===== config.mk =====
export PLATFORM = sky130hd
export DESIGN_NAME = iram_fetch_arbiter_flat
export DESIGN_NICKNAME = d
export VERILOG_FILES = /design/src/rtl/iram_fetch_arbiter_if.sv /design/src/rtl/iram_fetch_arbiter.sv /design/src/flat_wrapper.sv
export SDC_FILE = /design/constraint.sdc
export NUM_CORES = 1
export LEC_CHECK = 0
export ABC_AREA = 1
export CAP_MARGIN = 25
export CORE_AREA = 2 2 234 236
export CTS_BUF_LIST = sky130_fd_sc_hd__clkbuf_8
export CTS_CLUSTER_SIZE = 14
export DETAILED_ROUTE_END_ITERATION = 10
export DIE_AREA = 0 0 236 238
export SYNTH_ARGS = -nofsm -noshare
export SYNTH_HDL_FRONTEND = slang
export SYNTH_SLANG_ARGS = --single-unit

===== constraint.sdc =====
create_clock -name clock -period 4.95 [get_ports clock]
set_clock_uncertainty 0.2 [all_clocks]
set_input_delay 0.99 -clock clock [delete_from_list [all_inputs] [get_ports clock]]
set_output_delay 0.99 -clock clock [all_outputs]
set_load 0.05 [all_outputs]

===== src/rtl/iram_fetch_arbiter_if.sv =====
// Bus bundle between the per-core fetch stages, the IRAM read port and the arbiter.
// The perf counter signals exist only when IFETCH_PERF_EN is defined.
interface iram_fetch_arbiter_if #(
    parameter int NUM_CORES = 16,
    parameter int ADDR_W    = 16,
    parameter int DATA_W    = 16
);
    logic [NUM_CORES-1:0][1:0]        core_ctrl;
    logic [NUM_CORES-1:0][ADDR_W-1:0] core_addr;
    logic [NUM_CORES-1:0][DATA_W-1:0] core_instr;
    logic [NUM_CORES-1:0]             core_done;
    logic                             ram_rd_en;
    logic [ADDR_W-1:0]                ram_addr;
    logic [DATA_W-1:0]                ram_rdata;
    logic                             busy;
`ifdef IFETCH_PERF_EN
    logic [31:0]                      perf_fetches;
    logic [31:0]                      perf_stalls;
`endif

    modport slave (
        input  core_ctrl, core_addr, ram_rdata,
`ifdef IFETCH_PERF_EN
        output perf_fetches, perf_stalls,
`endif
        output core_instr, core_done, ram_rd_en, ram_addr, busy
    );

    modport master (
        output core_ctrl, core_addr, ram_rdata,
`ifdef IFETCH_PERF_EN
        input  perf_fetches, perf_stalls,
`endif
        input  core_instr, core_done, ram_rd_en, ram_addr, busy
    );
endinterface


===== src/rtl/iram_fetch_arbiter.sv =====
// Round-robin arbiter sharing one registered IRAM read port among NUM_CORES cores.
// Optional macro IFETCH_PERF_EN adds saturating fetch/stall counters.

// Per-core result register: captures the RAM word and pulses done for one cycle.
module iram_fetch_lane #(
    parameter int DATA_W = 16
) (
    input  logic              clock,
    input  logic              reset,
    input  logic              cap_i,
    input  logic [DATA_W-1:0] rdata_i,
    output logic [DATA_W-1:0] instr_o,
    output logic              done_o
);
    logic [DATA_W-1:0] instr_q;
    logic              done_q;

    always_ff @(posedge clock) begin
        if (reset) begin
            instr_q <= '0;
            done_q  <= 1'b0;
        end else begin
            done_q <= cap_i;
            if (cap_i) instr_q <= rdata_i;
        end
    end

    assign instr_o = instr_q;
    assign done_o  = done_q;
endmodule

module iram_fetch_arbiter #(
    parameter int NUM_CORES   = 16,
    parameter int ADDR_W      = 16,
    parameter int DATA_W      = 16,
    parameter int RAM_LATENCY = 1
) (
    input  logic                clock,
    input  logic                reset,
    iram_fetch_arbiter_if.slave bus
);
    localparam int STAGES = RAM_LATENCY;
    localparam int IDX_W  = $clog2(NUM_CORES);
    localparam logic [IDX_W-1:0] LAST = IDX_W'(NUM_CORES - 1);
    localparam logic [IDX_W:0]   NC_W = (IDX_W + 1)'(NUM_CORES);

    logic [NUM_CORES-1:0]             elig;
    logic [NUM_CORES-1:0]             gnt_oh;
    logic [NUM_CORES-1:0]             cap;
    logic [NUM_CORES-1:0]             inflight_q, inflight_d;
    logic [IDX_W-1:0]                 ptr_q, ptr_d;
    logic [IDX_W-1:0]                 gnt_id;
    logic                             gnt_vld;
    logic [IDX_W:0]                   sum;
    logic [IDX_W-1:0]                 idx;
    logic [STAGES:0]                  vld_pipe_q;
    logic [STAGES:0][IDX_W-1:0]       id_pipe_q;
    logic                             ram_rd_en_q;
    logic [ADDR_W-1:0]                ram_addr_q;
    logic                             busy_q;
    logic [NUM_CORES-1:0][DATA_W-1:0] instr_w;
    logic [NUM_CORES-1:0]             done_w;
    logic [DATA_W-1:0]                rdata_w;

    // Eligibility uses the registered mask, so a held request can't be re-granted
    // on the same edge its data returns.
    always_comb begin
        elig = '0;
        for (int i = 0; i < NUM_CORES; i++)
            elig[i] = (bus.core_ctrl[i] == 2'd1) && !inflight_q[i];
    end

    always_comb begin
        gnt_vld = 1'b0;
        gnt_id  = '0;
        sum     = '0;
        idx     = '0;
        for (int k = 0; k < NUM_CORES; k++) begin
            sum = {1'b0, ptr_q} + (IDX_W + 1)'(k);
            if (sum >= NC_W) sum = sum - NC_W;
            idx = sum[IDX_W-1:0];
            if (!gnt_vld && elig[idx]) begin
                gnt_vld = 1'b1;
                gnt_id  = idx;
            end
        end
    end

    always_comb begin
        gnt_oh = '0;
        cap    = '0;
        if (gnt_vld) gnt_oh[gnt_id] = 1'b1;
        if (vld_pipe_q[STAGES]) cap[id_pipe_q[STAGES]] = 1'b1;
        inflight_d = (inflight_q & ~cap) | gnt_oh;
        ptr_d      = ptr_q;
        if (gnt_vld) ptr_d = (gnt_id == LAST) ? '0 : gnt_id + 1'b1;
    end

    always_ff @(posedge clock) begin
        if (reset) begin
            ptr_q       <= '0;
            inflight_q  <= '0;
            vld_pipe_q  <= '0;
            id_pipe_q   <= '0;
            ram_rd_en_q <= 1'b0;
            ram_addr_q  <= '0;
            busy_q      <= 1'b0;
        end else begin
            ptr_q       <= ptr_d;
            inflight_q  <= inflight_d;
            busy_q      <= |inflight_d;
            vld_pipe_q  <= {vld_pipe_q[STAGES-1:0], gnt_vld};
            id_pipe_q   <= {id_pipe_q[STAGES-1:0], gnt_id};
            ram_rd_en_q <= gnt_vld;
            if (gnt_vld) ram_addr_q <= bus.core_addr[gnt_id];
        end
    end

    assign rdata_w = bus.ram_rdata;

    iram_fetch_lane #(.DATA_W(DATA_W)) u_lane [NUM_CORES-1:0] (
        .clock   (clock),
        .reset   (reset),
        .cap_i   (cap),
        .rdata_i (rdata_w),
        .instr_o (instr_w),
        .done_o  (done_w)
    );

    assign bus.core_instr = instr_w;
    assign bus.core_done  = done_w;
    assign bus.ram_rd_en  = ram_rd_en_q;
    assign bus.ram_addr   = ram_addr_q;
    assign bus.busy       = busy_q;

`ifdef IFETCH_PERF_EN
    logic [31:0] perf_fetches_q, perf_stalls_q;
    logic        stall;

    assign stall = |(elig & ~gnt_oh);

    always_ff @(posedge clock) begin
        if (reset) begin
            perf_fetches_q <= '0;
            perf_stalls_q  <= '0;
        end else begin
            if (gnt_vld && !(&perf_fetches_q)) perf_fetches_q <= perf_fetches_q + 32'd1;
            if (stall && !(&perf_stalls_q))    perf_stalls_q  <= perf_stalls_q + 32'd1;
        end
    end

    assign bus.perf_fetches = perf_fetches_q;
    assign bus.perf_stalls  = perf_stalls_q;
`endif
endmodule


===== src/flat_wrapper.sv =====
// flat-port wrapper written by rule: the top's interface ports become plain ports
module iram_fetch_arbiter_flat 
#(
    parameter int NUM_CORES   = 16,
    parameter int ADDR_W      = 16,
    parameter int DATA_W      = 16,
    parameter int RAM_LATENCY = 1
)
  (clock, reset, bus_core_ctrl, bus_core_addr, bus_ram_rdata, bus_core_instr, bus_core_done, bus_ram_rd_en, bus_ram_addr, bus_busy);
  iram_fetch_arbiter_if #(.NUM_CORES(NUM_CORES), .ADDR_W(ADDR_W), .DATA_W(DATA_W)) bus_i ();
  input  logic clock;
  input  logic reset;
  input wire logic [$bits(bus_i.core_ctrl)-1:0] bus_core_ctrl;
  input wire logic [$bits(bus_i.core_addr)-1:0] bus_core_addr;
  input wire logic [$bits(bus_i.ram_rdata)-1:0] bus_ram_rdata;
  output wire logic [$bits(bus_i.core_instr)-1:0] bus_core_instr;
  output wire logic [$bits(bus_i.core_done)-1:0] bus_core_done;
  output wire logic [$bits(bus_i.ram_rd_en)-1:0] bus_ram_rd_en;
  output wire logic [$bits(bus_i.ram_addr)-1:0] bus_ram_addr;
  output wire logic [$bits(bus_i.busy)-1:0] bus_busy;
  assign bus_i.core_ctrl = bus_core_ctrl;
  assign bus_i.core_addr = bus_core_addr;
  assign bus_i.ram_rdata = bus_ram_rdata;
  assign bus_core_instr = bus_i.core_instr;
  assign bus_core_done = bus_i.core_done;
  assign bus_ram_rd_en = bus_i.ram_rd_en;
  assign bus_ram_addr = bus_i.ram_addr;
  assign bus_busy = bus_i.busy;
  iram_fetch_arbiter #(.NUM_CORES(NUM_CORES), .ADDR_W(ADDR_W), .DATA_W(DATA_W), .RAM_LATENCY(RAM_LATENCY)) u_core (.clock(clock), .reset(reset), .bus(bus_i));
endmodule

* Yosys cells after proc, flatten, opt, wreduce, memory -nomap -nowiden
Index checks and enable logic that the tools add are counted.
** Cells by class
- Eq/ne operators :: 17
- Add/subtract/negate cells :: 32
- Bitwise logic cells :: 3
- Reductions and logical operators :: 65
- Order comparisons :: 36
- Muxes and demuxes :: 89
** Operators with widths (number)
- 2-to-1 mux 4 bit :: 33
- less-than comparator 4 x 5 -> 1 bit, second input constant :: 18
- greater-or-equal comparator 5 bit, second input constant :: 15
- binary-select mux 1 bit (select 4 bit) :: 16
- binary-select mux 16 bit (select 4 bit) :: 1
- subtractor 4 x 1 -> 4 bit, second input constant :: 16
- 2-to-1 mux 16 bit :: 3
- adder 4 x 4 -> 5 bit, second input constant :: 8
- 2-to-1 mux 1 bit :: 34
- logical AND 1 bit :: 33
- == test 2 x 1 -> 1 bit, second input constant :: 16
- zero test 1 bit :: 31
- adder 4 x 3 -> 5 bit, second input constant :: 4
- AND 16 bit :: 1
- inverter 16 bit :: 1
- OR 16 bit :: 1
- OR reduction 16 bit :: 1
- adder 4 x 2 -> 5 bit, second input constant :: 2
- demux 1 bit (select 4 bit) :: 2
- greater-or-equal comparator 4 x 1 -> 1 bit, second input constant :: 2
- adder 4 x 1 -> 5 bit, second input constant :: 1
- greater-or-equal comparator 4 x 5 -> 1 bit, second input constant :: 1
- adder 4 x 1 -> 4 bit, second input constant :: 1
- == test 4 bit, second input constant :: 1
** Storage, ports and cells
- Flip-flop bits (word level) :: 320
- Output and inout port bits :: 290
- Logic and storage cells :: 282

* Longest topological paths before layout
Gate-level depths: netlist of the first run.
- Depth after elaboration :: 57
- Mapped depth :: 35

* By module
A second synthesis of the first run with hierarchy kept.
** Unflattened totals
- Cell total of the unflattened synthesis :: 2951
- Area total of the unflattened synthesis :: 18969.4 µm²
** By module, submodules not included
- iram_fetch_lane :: times used 16, cells each 105, area an instance 767.0 µm², seq. area each 340.3 µm²
- iram_fetch_arbiter :: times used 1, cells each 1271, area an instance 6697.7 µm², seq. area each 940.9 µm²

* Least setup slack after synthesis of the first run
No wires, ideal clock.
- Path kind :: register -> register
- Start :: register u_core.ptr_q[2]
- End :: register u_core.busy_q (netlist: u_core.bus.busy)
- Stages on the path, launching flop included :: 32
- Path buffers :: 4
- Arrival :: 4.197 ns
- Path slack :: 0.483 ns
- Required time :: 4.680 ns
- Cell sequence :: dfxtp_1 > buf_6 > clkinv_1 > ha_1 > buf_2 > clkinv_1 > nand3_1 > nand3_1 > nand2_1 > nand3_2 > nor2_4 > nand4_2 > nor2_4 > nand3_4 > nor2_8 > nand3_2 > nor2_4 > nand2_1 > o21ai_1 > nor2_1 > nor2_2 > buf_4 > buf_2 > ha_1 > inv_1 > nor2_1 > nand3_1 > nand2_1 > nor2_1 > nand2_1 > nor2_1 > a21oi_1
** Between the ends
- Longest elaborated chain between the ends :: 57
- Elaborated cells on any way between the ends :: 165
- Those cells by class :: add/sub (31); order compare (18); mux (83); bitwise (1); reduce/logical (32)
** RTL lines
- from (decl) :: RTL line iram_fetch_arbiter.sv:51 : logic [IDX_W-1:0] ptr_q, ptr_d;
- from (signal assigned) :: RTL line iram_fetch_arbiter.sv:109 : ptr_q <= ptr_d;
- branches (longest 49 deep; another with adder 4 x 1 -> 5 bit)
- 2-to-1 mux 4 bit * :: RTL line iram_fetch_arbiter.sv:82 : if (!gnt_vld && elig[idx]) begin
- net u_core.gnt_id[1] :: RTL line iram_fetch_arbiter.sv:52 : logic [IDX_W-1:0] gnt_id;
- less-than comparator 4 x 5 -> 1 bit (not written as such) or greater-or-equal comparator 4 x 1 -> 1 bit (tied branches) :: RTL line iram_fetch_arbiter.sv:92 : if (gnt_vld) gnt_oh[gnt_id] = 1'b1;
- logical AND 1 bit (not written as such) :: RTL line iram_fetch_arbiter.sv:92
- 2-to-1 mux 1 bit (not written as such) :: RTL line iram_fetch_arbiter.sv:92
- demux 1 bit (select 4 bit) *
- 2-to-1 mux 16 bit * :: RTL line iram_fetch_arbiter.sv:92
- OR 16 bit * :: RTL line iram_fetch_arbiter.sv:94 : inflight_d = (inflight_q & ~cap) | gnt_oh;
- OR reduction 16 bit * :: RTL line iram_fetch_arbiter.sv:111 : busy_q <= |inflight_d;
- to (signal assigned) :: RTL line iram_fetch_arbiter.sv:111
- to (decl) :: RTL line iram_fetch_arbiter.sv:60 : logic busy_q;
Mark *: on every way through the listed nets, which the timed path passes. The select of a mux whose other input is x is not followed.
A chain may end at the register's enable or synchronous reset.

* Worst setup path after layout of the first run
- Start :: input port bus_core_ctrl[1]
- End :: register u_core.ram_addr_q[7] (netlist: u_core.bus.ram_addr[7])
** Between the ends
- Longest elaborated chain between the ends :: 52
- Elaborated cells on any way between the ends :: 98
- Those cells by class :: eq/ne (1); mux (66); reduce/logical (31)
** RTL lines
- from (decl) :: RTL line flat_wrapper.sv:13 : input wire logic [$bits(bus_i.core_ctrl)-1:0] bus_core_ctrl;
- == test 2 x 1 -> 1 bit * :: RTL line iram_fetch_arbiter.sv:70 : elig[i] = (bus.core_ctrl[i] == 2'd1) && !inflight_q[i];
- logical AND 1 bit * :: RTL line iram_fetch_arbiter.sv:70
- binary-select mux 1 bit (select 4 bit) :: RTL line iram_fetch_arbiter.sv:82
- 2-to-1 mux 1 bit (not written as such) :: RTL line iram_fetch_arbiter.sv:82
- 2-to-1 mux 1 bit :: RTL line iram_fetch_arbiter.sv:82
- zero test 1 bit :: RTL line iram_fetch_arbiter.sv:82
- logical AND 1 bit :: RTL line iram_fetch_arbiter.sv:82
- 2-to-1 mux 1 bit :: RTL line iram_fetch_arbiter.sv:82
- [36 not listed]
- zero test 1 bit :: RTL line iram_fetch_arbiter.sv:82
- logical AND 1 bit :: RTL line iram_fetch_arbiter.sv:82
- 2-to-1 mux 1 bit :: RTL line iram_fetch_arbiter.sv:82
- zero test 1 bit :: RTL line iram_fetch_arbiter.sv:82
- logical AND 1 bit :: RTL line iram_fetch_arbiter.sv:82
- 2-to-1 mux 4 bit :: RTL line iram_fetch_arbiter.sv:82
- binary-select mux 16 bit (select 4 bit) :: RTL line iram_fetch_arbiter.sv:115 : if (gnt_vld) ram_addr_q <= bus.core_addr[gnt_id];
- 2-to-1 mux 16 bit (not written as such) :: RTL line iram_fetch_arbiter.sv:115
- to (signal assigned) :: RTL line iram_fetch_arbiter.sv:115
- to (decl) :: RTL line iram_fetch_arbiter.sv:59 : logic [ADDR_W-1:0] ram_addr_q;
Mark *: on every way between the ends. The rest lies on a longest branch, timed or not. The select of a mux whose other input is x is not followed.

==> results of run 1 <==
==> cells in the final DEF (no fill, tap or decap), drive strengths merged <==
master / netlist / final
clkdlybuf4s50: 0 / 594
dfxtp: 319 / 319
o21ai: 286 / 286
inv: 127 / 140
a211oi: 2 / 2
nand2: 392 / 392
clkbuf: 96 / 67
clkinv: 15 / 19
xnor2: 1 / 1
nand4: 28 / 28
ha: 11 / 11
buf: 78 / 144
diode: 0 / 5
clkinvlp: 0 / 2
nand3: 416 / 416
nand3b: 14 / 14
bufinv: 0 / 2
xor2: 5 / 5
o21a: 1 / 1
a31oi: 3 / 3
nor3: 5 / 5
a21oi: 41 / 41
nor2: 644 / 644
==> state kept, by name (all words and copies together) (netlist names) <==
register	flops
u_core.bus.busy	1
u_core.inflight_q	16
u_core.u_lane.done_o	16
u_core.vld_pipe_q	2
u_core.u_lane.instr_o	256
u_core.ptr_q	4
u_core.bus.ram_addr	16
u_core.id_pipe_q	8
==> critical path, stage by stage <==
cell and delay (ns):
clkdlybuf4s50_1 0.48, nor2_1 0.24, nand3_1 0.16, nand3_1 0.15
nand3_1 0.14, nand3_1 0.13, nand2_2 0.09, nand3_2 0.10
buf_4 0.12, nor3_1 0.04, buf_4 0.14, nand4_1 0.16
buf_4 0.15, nor2_1 0.03, nor2_1 0.15, nand3_1 0.11
nor2_1 0.11, nand3_1 0.08, nor2_1 0.10, nand3_1 0.18
nand2_1 0.17, inv_2 0.12, buf_4 0.19, nand3_1 0.16
nand3_1 0.18, nor2_1 0.13, nor2_1 0.05
==> power by group through the flow <==
| stage | logic (mW) | registers, mW | clock network (mW) |
|---|---|---|---|
| 2_1_floorplan | 8.69 | 3.29 | 0 |
| 3_3_place_gp | 15.1 | 2.97 | 0 |
| 3_5_place_dp | 15.1 | 2.97 | 0 |
| 4_1_cts | 15.2 | 2.92 | 2.45 |
| 5_1_grt | 16.6 | 2.93 | 2.55 |
| 6_report | 15.3 | 2.92 | 2.41 |
==> layout make-up <==
cell class,count,share of cell area [%]
Multi-Input combinational cell,1849,33.9
Inverter,142,2.23
Timing Repair Buffer,738,29.9
Clock buffer,67,3.75
Sequential cell,319,26.0
Clock inverter,21,0.611
Tap cell,696,3.54
Antenna cell,5,0.0509
==> layer usage <==
| metal | wire, microns | global-route usage [%] |
|---|---|---|
| met5 | 13 | 0 |
| met4 | 3620 | 12.1 |
| met1 | 30300 | 31.2 |
| met3 | 5550 | 4.34 |
| met2 | 38900 | 48.4 |
==> worst min-delay path by stage <==
| stage | start | end | slack [ns] |
|---|---|---|---|
| after floorplan | u_core.id_pipe_q[0] | u_core.id_pipe_q[4] | 0.19 |
| after global placement | u_core.id_pipe_q[3] | u_core.id_pipe_q[7] | 0.19 |
| after detailed placement | u_core.id_pipe_q[3] | u_core.id_pipe_q[7] | 0.20 |
| after CTS | u_core.id_pipe_q[3] | u_core.id_pipe_q[7] | 0.20 |
| after global routing | u_core.id_pipe_q[3] | u_core.id_pipe_q[7] | 0.22 |
| final | u_core.id_pipe_q[0] | u_core.id_pipe_q[4] | 0.20 |
==> synthesized netlist by cell type (2+ instances only) <==
cell type / instances / area [sq um]
buf_2: 36 / 180
a31oi_1: 3 / 18.8
nor2_4: 4 / 45.0
nand4_2: 2 / 25.0
o21ai_0: 282 / 1410
a21oi_1: 40 / 200
clkinv_1: 15 / 56.3
buf_1: 5 / 18.8
buf_6: 11 / 124
ha_1: 11 / 138
nand4_1: 26 / 163
o21ai_2: 2 / 17.5
xor2_1: 4 / 35.0
o21ai_1: 2 / 10.0
nand2_1: 389 / 1460
inv_4: 2 / 12.5
inv_2: 11 / 41.3
nand3_1: 411 / 2060
inv_1: 114 / 428
clkbuf_1: 96 / 360
nor2_1: 635 / 2380
nand3_2: 4 / 40.0
nand3b_1: 14 / 105
buf_4: 26 / 195
nor3_1: 5 / 25.0
nand2_2: 2 / 12.5
a211oi_1: 2 / 15.0
nor2_2: 4 / 25.0
dfxtp_1: 319 / 6390
==> per-stage QoR <==
step	setup WS [ns]	area, sq um	utilization, %
floorplan	0.483	16100	-
global placement	-0.234	23300	43.6
detailed placement	-0.221	23400	43.8
CTS	0.387	24500	45.8
global route	0.0120	24600	45.9
finish	0.382	24600	45.9
==> repair_timing <==
item / CTS / global route
setup endpoints to repair: 0 / 11
gates resized for setup: 0 / 5
buffers inserted: 0 / 1
hold buffers: 0 / 0
==> cell families after synthesis <==
| kind of cell | after synthesis |
|---|---|
| AO/OA/AOI/OAI | 333 |
| buffers and inverters | 316 |
| adder cells (fa/ha/maj) | 11 |
| XOR/XNOR | 6 |
| AND/OR/NAND/NOR | 1499 |
| flip-flops | 319 |
==> impl_results.md, run 1 <==
* Critical Path Start Type: input port
* Post-route ant nets at 0
* Cell Int Power at around 9.7 mW
* FF+latch area at between 6000 and 7000 sq um
* I/O pins at slightly below 600
* H-tree levels at 2
* Largest family of logic cells by synthesized area: simple AND/OR/NAND/NOR gates
* Final count of hold timing violations at 0
* Critical path data required time at 5.25 ns
* RSZ-0062 raised after global routing: no
* Crit share post-route at roughly 90%
* Initial drt markers at roughly 1700
* Clk slew on worst S/H paths at roughly 0.060 ns
* Sw Pwr at roughly 11 mW
* CTS buffer count at 52
* Post-synthesis compound-gate area fraction at roughly a tenth
* Drt wl/cell at 20.4 microns
* Status: completed
* Hold path cells at 2
* Flop-to-flop setup slack at around 0.44 ns
* Slew HR at 26.0%
* Post-synthesis sequential area ratio at slightly below 40%
* Setup crit end: u_core.bus.ram_addr[7]
* First-pass GRT wire length at around 120000 microns
* Post-Synth Adder-Cell Area at less than 1%
* R2R Path Start: u_core.ptr_q[0]
* Worst-Skew Late Latency at a little over 0.6 ns
* Final global-route overflow total at 0
* Number of global-route vias before repair at between 15000 and 20000
* Setup_tns at 0 ns
* GPL Wtd Cong at roughly 1.0
* Core ar. at 53500 sq um
* Sink Count at approximately 320
* Multi-input logic area at between 8000 and 9000 sq um
* Worst Hold Class: flip-flop to flip-flop
* XOR/XNOR Fraction of Synth Area at less than 1%
* Clock network power share at between 10% and 20%
* Starting Density at 30.1%
* GRT Overall Usage at 26.8%
* Async S/R FF share, synth at 0%
* Hold Worst Slack at roughly 0.20 ns
* Post-Route WL at a little under 80000 microns
* Total Power at 20.6 mW
* Combinational share of power at about three quarters
* Largest net degree at the start of global routing at 120
* Num rows at 85
* Die ar. at approximately 56000 sq um
* CTS tree: done
* Syn. warnings at 0
* Syn-to-layout area delta at 52.5%
* Cell Area, Synth at between 15000 and 20000 sq um
* Syn Area/Cell at about 6.5 sq um
* Detail Placement HPWL at roughly 60000 microns
* Fin cells at between 3000 and 4000
* Worst setup path startpoint: bus_core_ctrl[1]
* Via count at roughly 19000
* Mapped Cells at approximately 2500
* Worst-margin pin slew at roughly 1.1 ns
* Vias/cell at ~5.0
* Final min period at roughly 4.6 ns
* Placed Cells at around 3700
* FF+latch count, synth at ~320
* Clk root buf: clkbuf_8
* MaxCap Viol Count at 0
* Switching portion of total power at approximately 53%
* Reg2Reg Depth at 28
* Mapped Nets at roughly 2800
* DRC Markers at 0
* CP arrival at ~4.9 ns
* Max FO, Critical Path at 9
* Synth cell types at 36
* Nets@finish at between 3000 and 4000
* Final Max Slew Viols at 0
* IO buf count at 595
* Sequential Power Share at 14.2%
* Crit. End Element: flip-flop
* Initial antenna violation count at 7
* Leakage power at about 11 nW
* Peak VDD IR at around 1.4 mV
* Mux contribution to synthesized area at 0%
* EDFF count, synth at 0
* Fill count at 5363
* Layout cells sized above 1 at under 10%
* Synth Area in Simple Gates at between 30 and 40%
* Setup-failing EPs final at 0
* Drt pass-1 iters at 6
* Synth Flop Type: dfxtp_1
* Power density over cell area at ~840 nW/um^2
* Crit Path Class: input port to flip-flop
* Die Wd at approximately 240 microns
* Clock Tree Buf Depth at 3
* Fmax at roughly 220 MHz
* Reg-to-Reg End: u_core.bus.ram_addr[7]
* Die height at roughly 240 microns
(Power assumes the default switching activity.)
==> run 2: changes to the inputs <==
Settings changed: SLEW_MARGIN from default to 20.
==> impl_results.md, run 2 (synthesis gave the netlist of run 1 again) <==
* Final global-route overflow total at 0
* Die Wd at 236 microns
* DR WL met3 at 4980 microns
* Final count of hold timing violations at 0
* Detail Placement HPWL at ~60000 microns
* Setup_tns at 0 ns
* Post-Route WL at about 78000 microns
* Hold Worst Slack at roughly 0.2 ns
* CP arrival at between 4 and 5 ns
* Crit share post-route at between 90 and 100%
* Worst-Skew Late Latency at roughly 0.64 ns
* Max incr delay on CP at roughly 0.42 ns
* Clk slew on worst S/H paths at ~0.070 ns
* Total Power at 20.6 mW
* Sink Count at ~320
* Layout cells sized above 1 at under 10%
* Drt wl/cell at approximately 20 microns
* Worst-margin pin slew at 1.17 ns
* Critical path data required time at 5.26 ns
* Met2 Wirelength at roughly 39000 microns
* Crit Path Class: flip-flop to flip-flop
* Die ar. at 56200 sq um
* Number of global-route vias before repair at about 19000
* Placed Cells at 3740
* GRT Overall Usage at 26.6%
* H-tree levels at 2
* Peak VDD IR at roughly 1.3 mV
* Crit-path slowest cell: dfxtp_1
* Status: completed
* Initial antenna violation count at 12
* Clock Tree Buf Depth at 3
* MaxCap Viol Count at 0
* CTS buffer count at 53
* Critical Path Start Type: flip-flop
* Post-CTS Hold Fix Bufs at 0
* Largest net degree at the start of global routing at between 100 and 150
* IO buf count at about 600
* Final min period at ~4.6 ns
* Die height at about 240 microns
* GPL Wtd Cong at just over 1
* DRC Markers at 0
* Max FO, Critical Path at 33
* Crit. End Element: flip-flop
* Clk root buf: clkbuf_8
* Via count at slightly below 20000
* Starting Density at between 30% and 40%
* CTS resizes at 0
* Post-route ant nets at 0
* Post-CTS setup buffers at 0
* Slew HR at 21.5%
* Fin cells at roughly 3800
* CTS tree: done
* I/O pins at a little under 600
* Drt pass-1 iters at 5
* Top Metal Used: met5
* Final Max Slew Viols at 0
* Leakage power at between 10 and 15 nW
* Placement Setup Slack at -0.227 ns
* Number of flip-flops in the largest register at approximately 260
* M1 WL at 30700 microns
* Nets@finish at 3419
* Initial drt markers at roughly 1500
* Setup ws final at between 0.3 and 0.4 ns
* Setup-failing EPs final at 0
* Power density over cell area at about 840 nW/um^2
* Most numerous cell on the critical path: nand3_1
* Worst Hold Class: flip-flop to flip-flop
* Core ar. at about 53000 sq um
* Most frequent cells in the layout: nor2_1 (634), clkdlybuf4s50_1 (594), nand3_1 (411)
* Commonest non-fill, non-tap cell in the layout: nor2_1
* First-pass GRT wire length at 115000 microns
* Fmax at between 200 and 250 MHz
* Syn-to-layout area delta at 52.3%
* Vias/cell at approximately 5.0
* Num rows at between 80 and 90
==> run 2: cell types whose count changed in the layout (fill, tap and decap cells not counted), moves of 2 or more <==
cell	change
diode_2	+3
clkbuf_8	-3
buf_8	+2
clkinv_8	+2
inv_1	+5
buf_16	-4
clkinv_2	+8
==> run 2: worst paths after layout <==
kind	slack, ns	endpoint	cells after the start	from
worst max-delay path	0.33	u_core.bus.ram_addr[0]	28	u_core.ptr_q[1]
worst min register to register	0.20	u_core.id_pipe_q[5]	2	u_core.id_pipe_q[1]
worst max register to register	0.33	u_core.bus.ram_addr[0]	28	u_core.ptr_q[1]
worst min-delay path	0.20	u_core.id_pipe_q[5]	2	u_core.id_pipe_q[1]
==> run 2: critical path: cells and delay by family, from the launching register on <==
kind	cells	cell delay (ns)
flops	1	0.42
simple gates	18	2.08
compound gates	1	0.07
fa+ha+maj	1	0.37
buf+inv	8	1.34
==> run 2: stage by stage <==
| stage | utilization, % | instance area [sq um] |
|---|---|---|
| 2_1_floorplan | - | 16100 |
| 5_1_grt | 45.9 | 24500 |
| 3_5_place_dp | 43.7 | 23400 |
| 4_1_cts | 45.8 | 24500 |
| 3_3_place_gp | 43.6 | 23300 |
| 6_report | 45.9 | 24500 |
==> run 2: cell type report <==
cell class	instances	area [sq um]
clock buffer	64	881
clock inverter	34	229
tap	696	871
timing repair buffer	737	7280
inverter	142	547
fill	5428	29000
multi-input combinational	1849	8330
sequential	319	6390
antenna	8	20.0
==> run 2: routing by layer <==
metal,vias to the layer above,global-route usage [%]
li1,9296,-
met1,8998,30.7
met2,881,48.2
met3,153,4.42
met4,6,12.2
met5,-,0
==> run 2: power by group <==
group	internal (mW)	switching [mW]	total, mW
Sequential	2.79	0.120	2.91
Clock	1.29	1.14	2.43
Combinational	5.58	9.68	15.3
